==> src/rtl/alarm_set_ctrl.sv <==
// Alarm time registers (BCD HH:MM), button editing, match detection and ring FSM.
// Optional snooze behaviour is compiled in when ALARM_SNOOZE_EN is defined.
module alarm_set_ctrl #(
  parameter int RING_SECS   = 60,
  parameter int SNOOZE_SECS = 300,
  parameter int CNT_W       = 9
) (
  input  logic       clk,
  input  logic       rst_n,
  input  logic       tick_1hz,
  input  logic       set_mode,
  input  logic       btn_min,
  input  logic       btn_hour,
  input  logic       alarm_en,
  input  logic       stop,
  input  logic [3:0] a0,
  input  logic [3:0] a1,
  input  logic [3:0] a2,
  input  logic [3:0] a3,
  output logic [3:0] b0,
  output logic [3:0] b1,
  output logic [3:0] b2,
  output logic [3:0] b3,
  output logic       ring
);

`ifdef ALARM_SNOOZE_EN
  typedef enum logic [1:0] {IDLE = 2'd0, RINGING = 2'd1, SNOOZE = 2'd2} state_t;
`else
  typedef enum logic [1:0] {IDLE = 2'd0, RINGING = 2'd1} state_t;
  localparam int snooze_secs_unused = SNOOZE_SECS;
`endif

  logic             btn_min_q, btn_hour_q, stop_q;
  logic             min_pulse, hour_pulse, stop_pulse;
  logic [3:0]       b0_q, b1_q, b2_q, b3_q;
  logic [3:0]       b0_d, b1_d, b2_d, b3_d;
  logic             match, match_q, trigger;
  state_t           state_q, state_d;
  logic [CNT_W-1:0] cnt_q, cnt_d;
  logic             ring_q, ring_d;
  logic             abort, ring_timeout;

  assign min_pulse  = btn_min  & ~btn_min_q;
  assign hour_pulse = btn_hour & ~btn_hour_q;
  assign stop_pulse = stop     & ~stop_q;

  assign match   = alarm_en & ~set_mode &
                   ({a3, a2, a1, a0} == {b3_q, b2_q, b1_q, b0_q});
  assign trigger = match & ~match_q;

  // Minute and hour fields are edited independently; minute wrap never carries.
  always_comb begin
    b0_d = b0_q;
    b1_d = b1_q;
    b2_d = b2_q;
    b3_d = b3_q;
    if (set_mode) begin
      if (min_pulse) begin
        if (b0_q == 4'd9) begin
          b0_d = 4'd0;
          b1_d = (b1_q == 4'd5) ? 4'd0 : b1_q + 4'd1;
        end else begin
          b0_d = b0_q + 4'd1;
        end
      end
      if (hour_pulse) begin
        if (b3_q == 4'd2 && b2_q == 4'd3) begin
          b3_d = 4'd0;
          b2_d = 4'd0;
        end else if (b2_q == 4'd9) begin
          b3_d = b3_q + 4'd1;
          b2_d = 4'd0;
        end else begin
          b2_d = b2_q + 4'd1;
        end
      end
    end
  end

  assign abort        = set_mode | ~alarm_en | stop_pulse;
  assign ring_timeout = tick_1hz && (cnt_q == CNT_W'(RING_SECS - 1));

  always_comb begin
    state_d = state_q;
    case (state_q)
      IDLE: begin
        if (trigger) state_d = RINGING;
      end
      RINGING: begin
        if (abort)             state_d = IDLE;
        else if (ring_timeout) state_d = IDLE;
`ifdef ALARM_SNOOZE_EN
        else if (min_pulse)    state_d = SNOOZE;
`endif
      end
`ifdef ALARM_SNOOZE_EN
      SNOOZE: begin
        if (abort) state_d = IDLE;
        else if (tick_1hz && (cnt_q == CNT_W'(SNOOZE_SECS - 1))) state_d = RINGING;
      end
`endif
      default: state_d = IDLE;
    endcase

    cnt_d = cnt_q;
    if (state_d != state_q)                cnt_d = '0;
    else if (tick_1hz && state_q != IDLE)  cnt_d = cnt_q + 1'b1;

    ring_d = (state_d == RINGING);
  end

  always_ff @(posedge clk or negedge rst_n) begin
    if (!rst_n) begin
      btn_min_q  <= 1'b0;
      btn_hour_q <= 1'b0;
      stop_q     <= 1'b0;
      b0_q       <= 4'd0;
      b1_q       <= 4'd0;
      b2_q       <= 4'd0;
      b3_q       <= 4'd0;
      match_q    <= 1'b0;
      state_q    <= IDLE;
      cnt_q      <= '0;
      ring_q     <= 1'b0;
    end else begin
      btn_min_q  <= btn_min;
      btn_hour_q <= btn_hour;
      stop_q     <= stop;
      b0_q       <= b0_d;
      b1_q       <= b1_d;
      b2_q       <= b2_d;
      b3_q       <= b3_d;
      match_q    <= match;
      state_q    <= state_d;
      cnt_q      <= cnt_d;
      ring_q     <= ring_d;
    end
  end

  assign b0   = b0_q;
  assign b1   = b1_q;
  assign b2   = b2_q;
  assign b3   = b3_q;
  assign ring = ring_q;

endmodule

==> config.mk <==
export PLATFORM = sky130hd
export DESIGN_NAME = alarm_set_ctrl
export DESIGN_NICKNAME = d
export VERILOG_FILES = /design/src/rtl/alarm_set_ctrl.sv
export SDC_FILE = /design/constraint.sdc
export NUM_CORES = 1
export LEC_CHECK = 0
export ABC_AREA = 0
export CAP_MARGIN = 20
export CELL_PAD_IN_SITES_DETAIL_PLACEMENT = 0
export CELL_PAD_IN_SITES_GLOBAL_PLACEMENT = 1
export CORE_UTILIZATION = 34
export CTS_CLUSTER_SIZE = 30
export DETAILED_ROUTE_END_ITERATION = 12
export GPL_TIMING_DRIVEN = 1
export PLACE_DENSITY = 0.77
export SETUP_SLACK_MARGIN = 0.1
export SLEW_MARGIN = 25
export SYNTH_ARGS = -nofsm -noshare
export SYNTH_HDL_FRONTEND = slang
export SYNTH_SLANG_ARGS = --single-unit
==> constraint.sdc <==
create_clock -name clk -period 1.4 [get_ports clk]
set_clock_uncertainty 0.05 [all_clocks]
set_input_delay 0.42 -clock clk [delete_from_list [all_inputs] [get_ports clk]]
set_output_delay 0.42 -clock clk [all_outputs]
set_load 0.02 [all_outputs]
After elaboration in Yosys (flattened, before gate mapping)
Index checks and enable logic that the tools add are counted.
W data, S select, Z words.
{"block": "word_totals", "in_bits": 24, "output_inout_bits": 17, "register_bits": 32, "word_cells": 63}
{"block": "classes", "n_addsub": 5, "reduce_logical": 11, "n_eq_ne": 10, "bitwise": 14, "muxes": 12}
{"op": "$mux W4", "count": 6}
{"op": "$mux W9", "count": 2}
{"op": "$add A4 B1 Y4 const B", "count": 4}
{"op": "$eq A16 B16 Y1", "count": 1}
{"op": "$add A9 B1 Y9 const B", "count": 1}
{"op": "$eq A9 B6 Y1 const B", "count": 1}
{"op": "$eq A4 B2 Y1 const B", "count": 2}
{"op": "$eq A4 B4 Y1 const B", "count": 2}
{"op": "$and A1 B1 Y1", "count": 6}
{"op": "$mux W2", "count": 3}
{"op": "$not A1 Y1", "count": 6}
{"op": "$reduce_and A3 Y1", "count": 2}
{"op": "$reduce_bool A2 Y1", "count": 3}
{"op": "$eq A2 B1 Y1 const B", "count": 2}
{"op": "$eq A4 B3 Y1 const B", "count": 1}
{"op": "$pmux W2 S2", "count": 1}
{"op": "$reduce_and A2 Y1", "count": 2}
{"op": "$logic_and A1 B1 Y1", "count": 3}
{"op": "$logic_not A2 Y1", "count": 1}
{"op": "$ne A2 B2 Y1", "count": 1}
{"op": "$or A1 B1 Y1", "count": 2}

Logic depth before layout (Yosys ltp)
Gate-level depths: netlist of the first run.
{"block": "logic_depth", "depth_word": 8, "mapped_depth": 6, "ltp_nobuf": 6}

Worst setup path before layout of the first run
No wires, ideal clock.
{"block": "synth_path", "path_kind": "register to register", "start": "register b2_q[0] (netlist: b2[0])", "end": "register b3_q[1] (netlist: b3[1])", "synth_period_minus_slack_ns": 1.576, "setup_ns": 0.135, "slack_ns": -0.176, "path_buffers": 0, "required_ns": 1.215, "stages_incl_launch_ff": 6, "arrival_ns": 1.392, "path_cell_list": "dfrtp_1 ha_1 nand2_1 o41a_1 nor3_1 o22ai_1"}
{"block": "synth_via", "elab_chain_cells": 4, "elab_cells_between_ends": 6, "classes_between": "eq/ne: 2; mux: 1; reduce/logical: 3"}
{"item": "start, declared", "line_no": "36", "rtl": "logic [3:0] b0_q, b1_q, b2_q, b3_q;"}
{"item": "start signal, assigned", "line_no": "120", "rtl": "b2_q <= 4'd0;"}
{"item": "start signal, assigned", "line_no": "132", "rtl": "b2_q <= b2_d;"}
{"item": "$eq A4 B2 Y1", "line_no": "68", "rtl": "if (b3_q == 4'd2 && b2_q == 4'd3) begin"}
{"item": "$logic_and A1 B1 Y1", "line_no": "68"}
{"item": "$reduce_bool A2 Y1 (no line)"}
{"item": "$reduce_and A3 Y1 (no line)"}
{"item": "end signal, assigned", "line_no": "121", "rtl": "b3_q <= 4'd0;"}
{"item": "end signal, assigned", "line_no": "133", "rtl": "b3_q <= b3_d;"}
{"item": "end, declared", "line_no": "36"}
Parallel ways exist; a longest one is shown, timed or not.
A chain may end at the register's enable or synchronous reset.

Worst setup path in the final report of the first run
{"block": "layout_path", "start": "register b2_q[0] (netlist: b2[0])", "end": "register match_q"}
{"block": "layout_via", "elab_chain_cells": 2}
{"item": "$eq A16 B16 Y1", "line_no": "49", "rtl": "({a3, a2, a1, a0} == {b3_q, b2_q, b1_q, b0_q});"}
{"item": "$and A1 B1 Y1", "line_no": "48", "rtl": "assign match = alarm_en & ~set_mode &"}
{"item": "via match", "line_no": "38", "rtl": "logic match, match_q, trigger;"}
{"item": "end signal, assigned", "line_no": "134", "rtl": "match_q <= match;"}
{"item": "end, declared", "line_no": "38"}
The timed path passes the listed nets, and every way through them passes these cells.

==> results.txt, run 1 <==
The min-delay analysis places its worst path in the category input port to flop. Across all layers, the routed design uses 1663 vias. The final worst-path setup slack is -0.222 ns, and the critical path required time is 1.57 ns. Wires add up to 4.71 mm. With fillers left out, the area of the finished cells amounts to 3110 um2. The mapped netlist covers 1790 um2.

Dividing the detail-routed wire length by the instance count gives 13.5 um. The worst setup path is captured at a flop. The number of buffers between clock root and the deepest sink was 2; the post-route minimum period was 1.62 ns. The run gives 0 as the hold violation total from the final report. Once detailed placement completed, the half-perimeter wirelength came to 3.23 mm. The run finished, with violations left. In the routed layout, each cell is associated on average with a via count of 4.77. The part of the cycle the worst path needs is 1.16, and the clock sink count is 32. The run gives 1120 um2 as the combined area of the multi-input logic cells. For the post-layout utilization of the core, the log shows 0.613. Setup repair after global routing could not meet its margin everywhere.

The total overflow left after global routing is 0. Routability-driven placement finished with a final weighted congestion of 0.736. For the portion of the post-synthesis area used by sequential elements, the log shows 0.448. After floorplanning, the core was divided into 26 placement rows. The static leakage power was 1.40 nW. Synthesis produced a netlist with a net count of 206. The proportion of synthesized flip-flops having asynchronous set or reset came out at 1.00.

The logs give 41 for the I/O pin count and 0 for the number of antenna violations at the first check in global routing. Data on the critical path arrives at its endpoint at 1.79 ns. Summing all flip-flop and latch instances after layout gives 820 um2. Input and output buffers added on the ports amount to 40. Setup violations remaining at the end of the flow were counted as 28.

The clock-pin slew on the worst setup and hold paths is 0.07 ns, and the iteration-0 DRC count of the detailed router is 44. Counting the buffers created by CTS gives 5. Across the VDD grid, the largest voltage drop is 1.20 mV.

The peak fanout along the critical path was 3; the maximum number of pins on one net before global-route repair was 33. The area inside the core boundary came out at 5070 um2. The netlist uses 44 different library cells. In this run, synthesis inferred 0 flip-flops with an integrated enable. Measured along the y axis, the die boundary spans 74.5 um. The global-route usage over all layers is 0.187, and the wire length of the first global-routing pass is 7.60 mm. The number of max-cap violations came out at 0. In this run the power density over the cells is 1700 nW/um2. For the worst-skew pair, the clock arrives at the later sink with an insertion delay of 0.28 ns. Total count of max-transition violations in the final report: 0. The number of remaining DRC errors is 0. The clock tree root buffer cell was sky130_fd_sc_hd__clkbuf_8. The Yosys step of the flow raised 0 warnings. Instance count of the mapped netlist: 177. For the via count of the first global-routing pass, the log shows 1684.

The tools report the starting density of the core as 0.352. The depth of the CTS H-tree was 2; the synthesis-to-finish area growth was 74.0%. The fmax is 616 MHz, and the number of storage elements in the synthesis netlist is 32. The checks that failed: setup timing.

The first detailed-routing pass took 4 iterations. The post-detailed-placement cell area was 2580 um2. The mean area per synthesized cell works out to 10.1 um2. After filler insertion, the fill cell instance count of the layout stands at 440.

STA classifies the critical path startpoint as a flop. The primary flip-flop cell chosen by synthesis mapping was sky130_fd_sc_hd__dfrtp_1. The class of the most critical setup path was flop to flop. The layout cell share with drive strength beyond 1 is 0.505, and the horizontal extent of the die is 74.5 um. The full die area is 5550 um2, and the net count of the finished layout is 307. TritonCTS built the clock tree. 0 antenna diodes ended up in the layout.

In this run the remaining antenna-violating nets after routing total 0.
## repair_timing
action	in CTS	in global routing
pin swaps	33	17
hold buffers	0	0
gates cloned	2	0
buffers inserted	11	9
resized for setup	148	22
endpoints found under the setup margin	44	41
## path summary, 6_finish.rpt
| check | start | to | depth (start not counted) | slack (ns) |
|---|---|---|---|---|
| setup / recovery | b2[0] | match_q | 5 | -0.22 |
| hold / removal | btn_hour | btn_hour_q | 1 | 0.40 |
| setup reg to reg | b2[0] | match_q | 5 | -0.22 |
| hold reg to reg | b1[1] | b1[1] | 1 | 0.47 |
| max in group asynchronous | rst_n | b0[0] | 2 | 0.66 |
| min in group asynchronous | rst_n | b1[3] | 2 | 0.44 |
## cells in the mapped netlist (2+ instances only)
cell type | instances | area, um2
sky130_fd_sc_hd__o21ai_0 | 8 | 40.0
sky130_fd_sc_hd__nand2b_1 | 5 | 31.3
sky130_fd_sc_hd__nand4_1 | 5 | 31.3
sky130_fd_sc_hd__a21o_1 | 2 | 15.0
sky130_fd_sc_hd__a21oi_1 | 3 | 15.0
sky130_fd_sc_hd__nor4_2 | 3 | 37.5
sky130_fd_sc_hd__nor2_1 | 10 | 37.5
sky130_fd_sc_hd__xor2_1 | 5 | 43.8
sky130_fd_sc_hd__nand2_1 | 16 | 60.1
sky130_fd_sc_hd__and4_1 | 2 | 17.5
sky130_fd_sc_hd__and3_1 | 2 | 12.5
sky130_fd_sc_hd__nor3_1 | 7 | 35.0
sky130_fd_sc_hd__a211oi_1 | 9 | 67.6
sky130_fd_sc_hd__ha_1 | 5 | 62.6
sky130_fd_sc_hd__dfrtp_1 | 32 | 801
sky130_fd_sc_hd__inv_1 | 12 | 45.0
sky130_fd_sc_hd__xnor2_1 | 20 | 175
sky130_fd_sc_hd__o21ai_1 | 2 | 10.0
sky130_fd_sc_hd__nand3_1 | 4 | 20.0
## power breakdown
part / total [mW] / switching, mW / internal, mW
clock network: 0.889 / 0.362 / 0.526
logic: 2.90 / 1.26 / 1.64
registers: 1.50 / 0.332 / 1.17
total: 5.29 / 1.95 / 3.34
## logic make-up (layout without fill, tap and decap cells)
| logic type | Yosys count | after routing | share of synthesized area |
|---|---|---|---|
| and+or+nand+nor | 63 | 63 | 0.207 |
| AOI/OAI and AO/OA | 34 | 34 | 0.139 |
| DFF | 32 | 32 | 0.448 |
| xor gates and xnor gates | 25 | 25 | 0.122 |
| buffers and inverters | 16 | 118 | 0.0406 |
| adders and majority gates | 5 | 5 | 0.0350 |
| other | 1 | 1 | 0.00210 |
| muxes | 1 | 1 | 0.00560 |
## flip-flops by register name, indices dropped and copies added, names as in the netlist
| signal | cells |
|---|---|
| stop_q | 1 |
| btn_min_q | 1 |
| ring | 1 |
| state_q | 2 |
| b1 | 4 |
| cnt_q | 9 |
| match_q | 1 |
| b2 | 4 |
| btn_hour_q | 1 |
| b0 | 4 |
| b3 | 4 |
## layout make-up
cell class,count,area share
tap,70,0.0281
multi-input combinational,129,0.361
inverter,13,0.0157
sequential,32,0.263
timing repair buffer,97,0.296
clock buffer,5,0.0221
clock inverter,3,0.0137
## metal layers
| metal | global-route usage | part of all wire | vias up | wire length, um |
|---|---|---|---|---|
| met5 | 0 | 0 | - | 0 |
| met4 | 0.0650 | 0.012 | 0 | 58 |
| met3 | 0.0461 | 0.036 | 6 | 169 |
| met2 | 0.326 | 0.51 | 39 | 2380 |
| met1 | 0.225 | 0.45 | 792 | 2100 |
| li1 | - | - | 826 | - |
## through the flow
step           setup TNS (ns)  cells  setup WS, ns  hold WS [ns]  power, mW
6_report                -3.81    349        -0.222         0.395       5.29
3_5_place_dp           -15.30    319        -0.680         0.452       3.60
2_1_floorplan          -0.994    177       -0.0803        0.0744       2.46
4_1_cts                 -3.69    340        -0.212         0.388       4.96
5_1_grt                 -5.67    349        -0.298         0.394       5.59
3_3_place_gp           -14.65    319        -0.612         0.455       3.58
## cell usage in the layout (no fill, tap or decap), types with 4 or more instances in the layout
cell type / instances
sky130_fd_sc_hd__clkdlybuf4s50_1: 6
sky130_fd_sc_hd__nor3_1: 5
sky130_fd_sc_hd__ha_1: 4
sky130_fd_sc_hd__buf_6: 31
sky130_fd_sc_hd__xnor2_2: 5
sky130_fd_sc_hd__o21ai_0: 5
sky130_fd_sc_hd__inv_1: 7
sky130_fd_sc_hd__dfrtp_1: 17
sky130_fd_sc_hd__a211oi_2: 9
sky130_fd_sc_hd__nand4_1: 5
sky130_fd_sc_hd__clkbuf_8: 5
sky130_fd_sc_hd__xor2_1: 5
sky130_fd_sc_hd__dfrtp_2: 15
sky130_fd_sc_hd__dlygate4sd2_1: 17
sky130_fd_sc_hd__o21ai_1: 5
sky130_fd_sc_hd__buf_4: 38
sky130_fd_sc_hd__nand2_1: 15
sky130_fd_sc_hd__inv_2: 6
sky130_fd_sc_hd__nor2_1: 9
sky130_fd_sc_hd__xnor2_1: 15
## critical path, cell delays in order, from the launching register on
cell and delay, ns:
sky130_fd_sc_hd__dfrtp_2 0.44, sky130_fd_sc_hd__xnor2_2 0.15, sky130_fd_sc_hd__nand4_1 0.18, sky130_fd_sc_hd__nor4_4 0.39, sky130_fd_sc_hd__buf_4 0.17, sky130_fd_sc_hd__and4_1 0.18
No activity file was read; power rests on OpenSTA's default activity.
==> run 2, diff against run 1 <==
- SLEW_MARGIN: 25 -> 30
==> results of run 2 <==
Same layout as run 1: the final DEF is identical, and so are final timing and power.
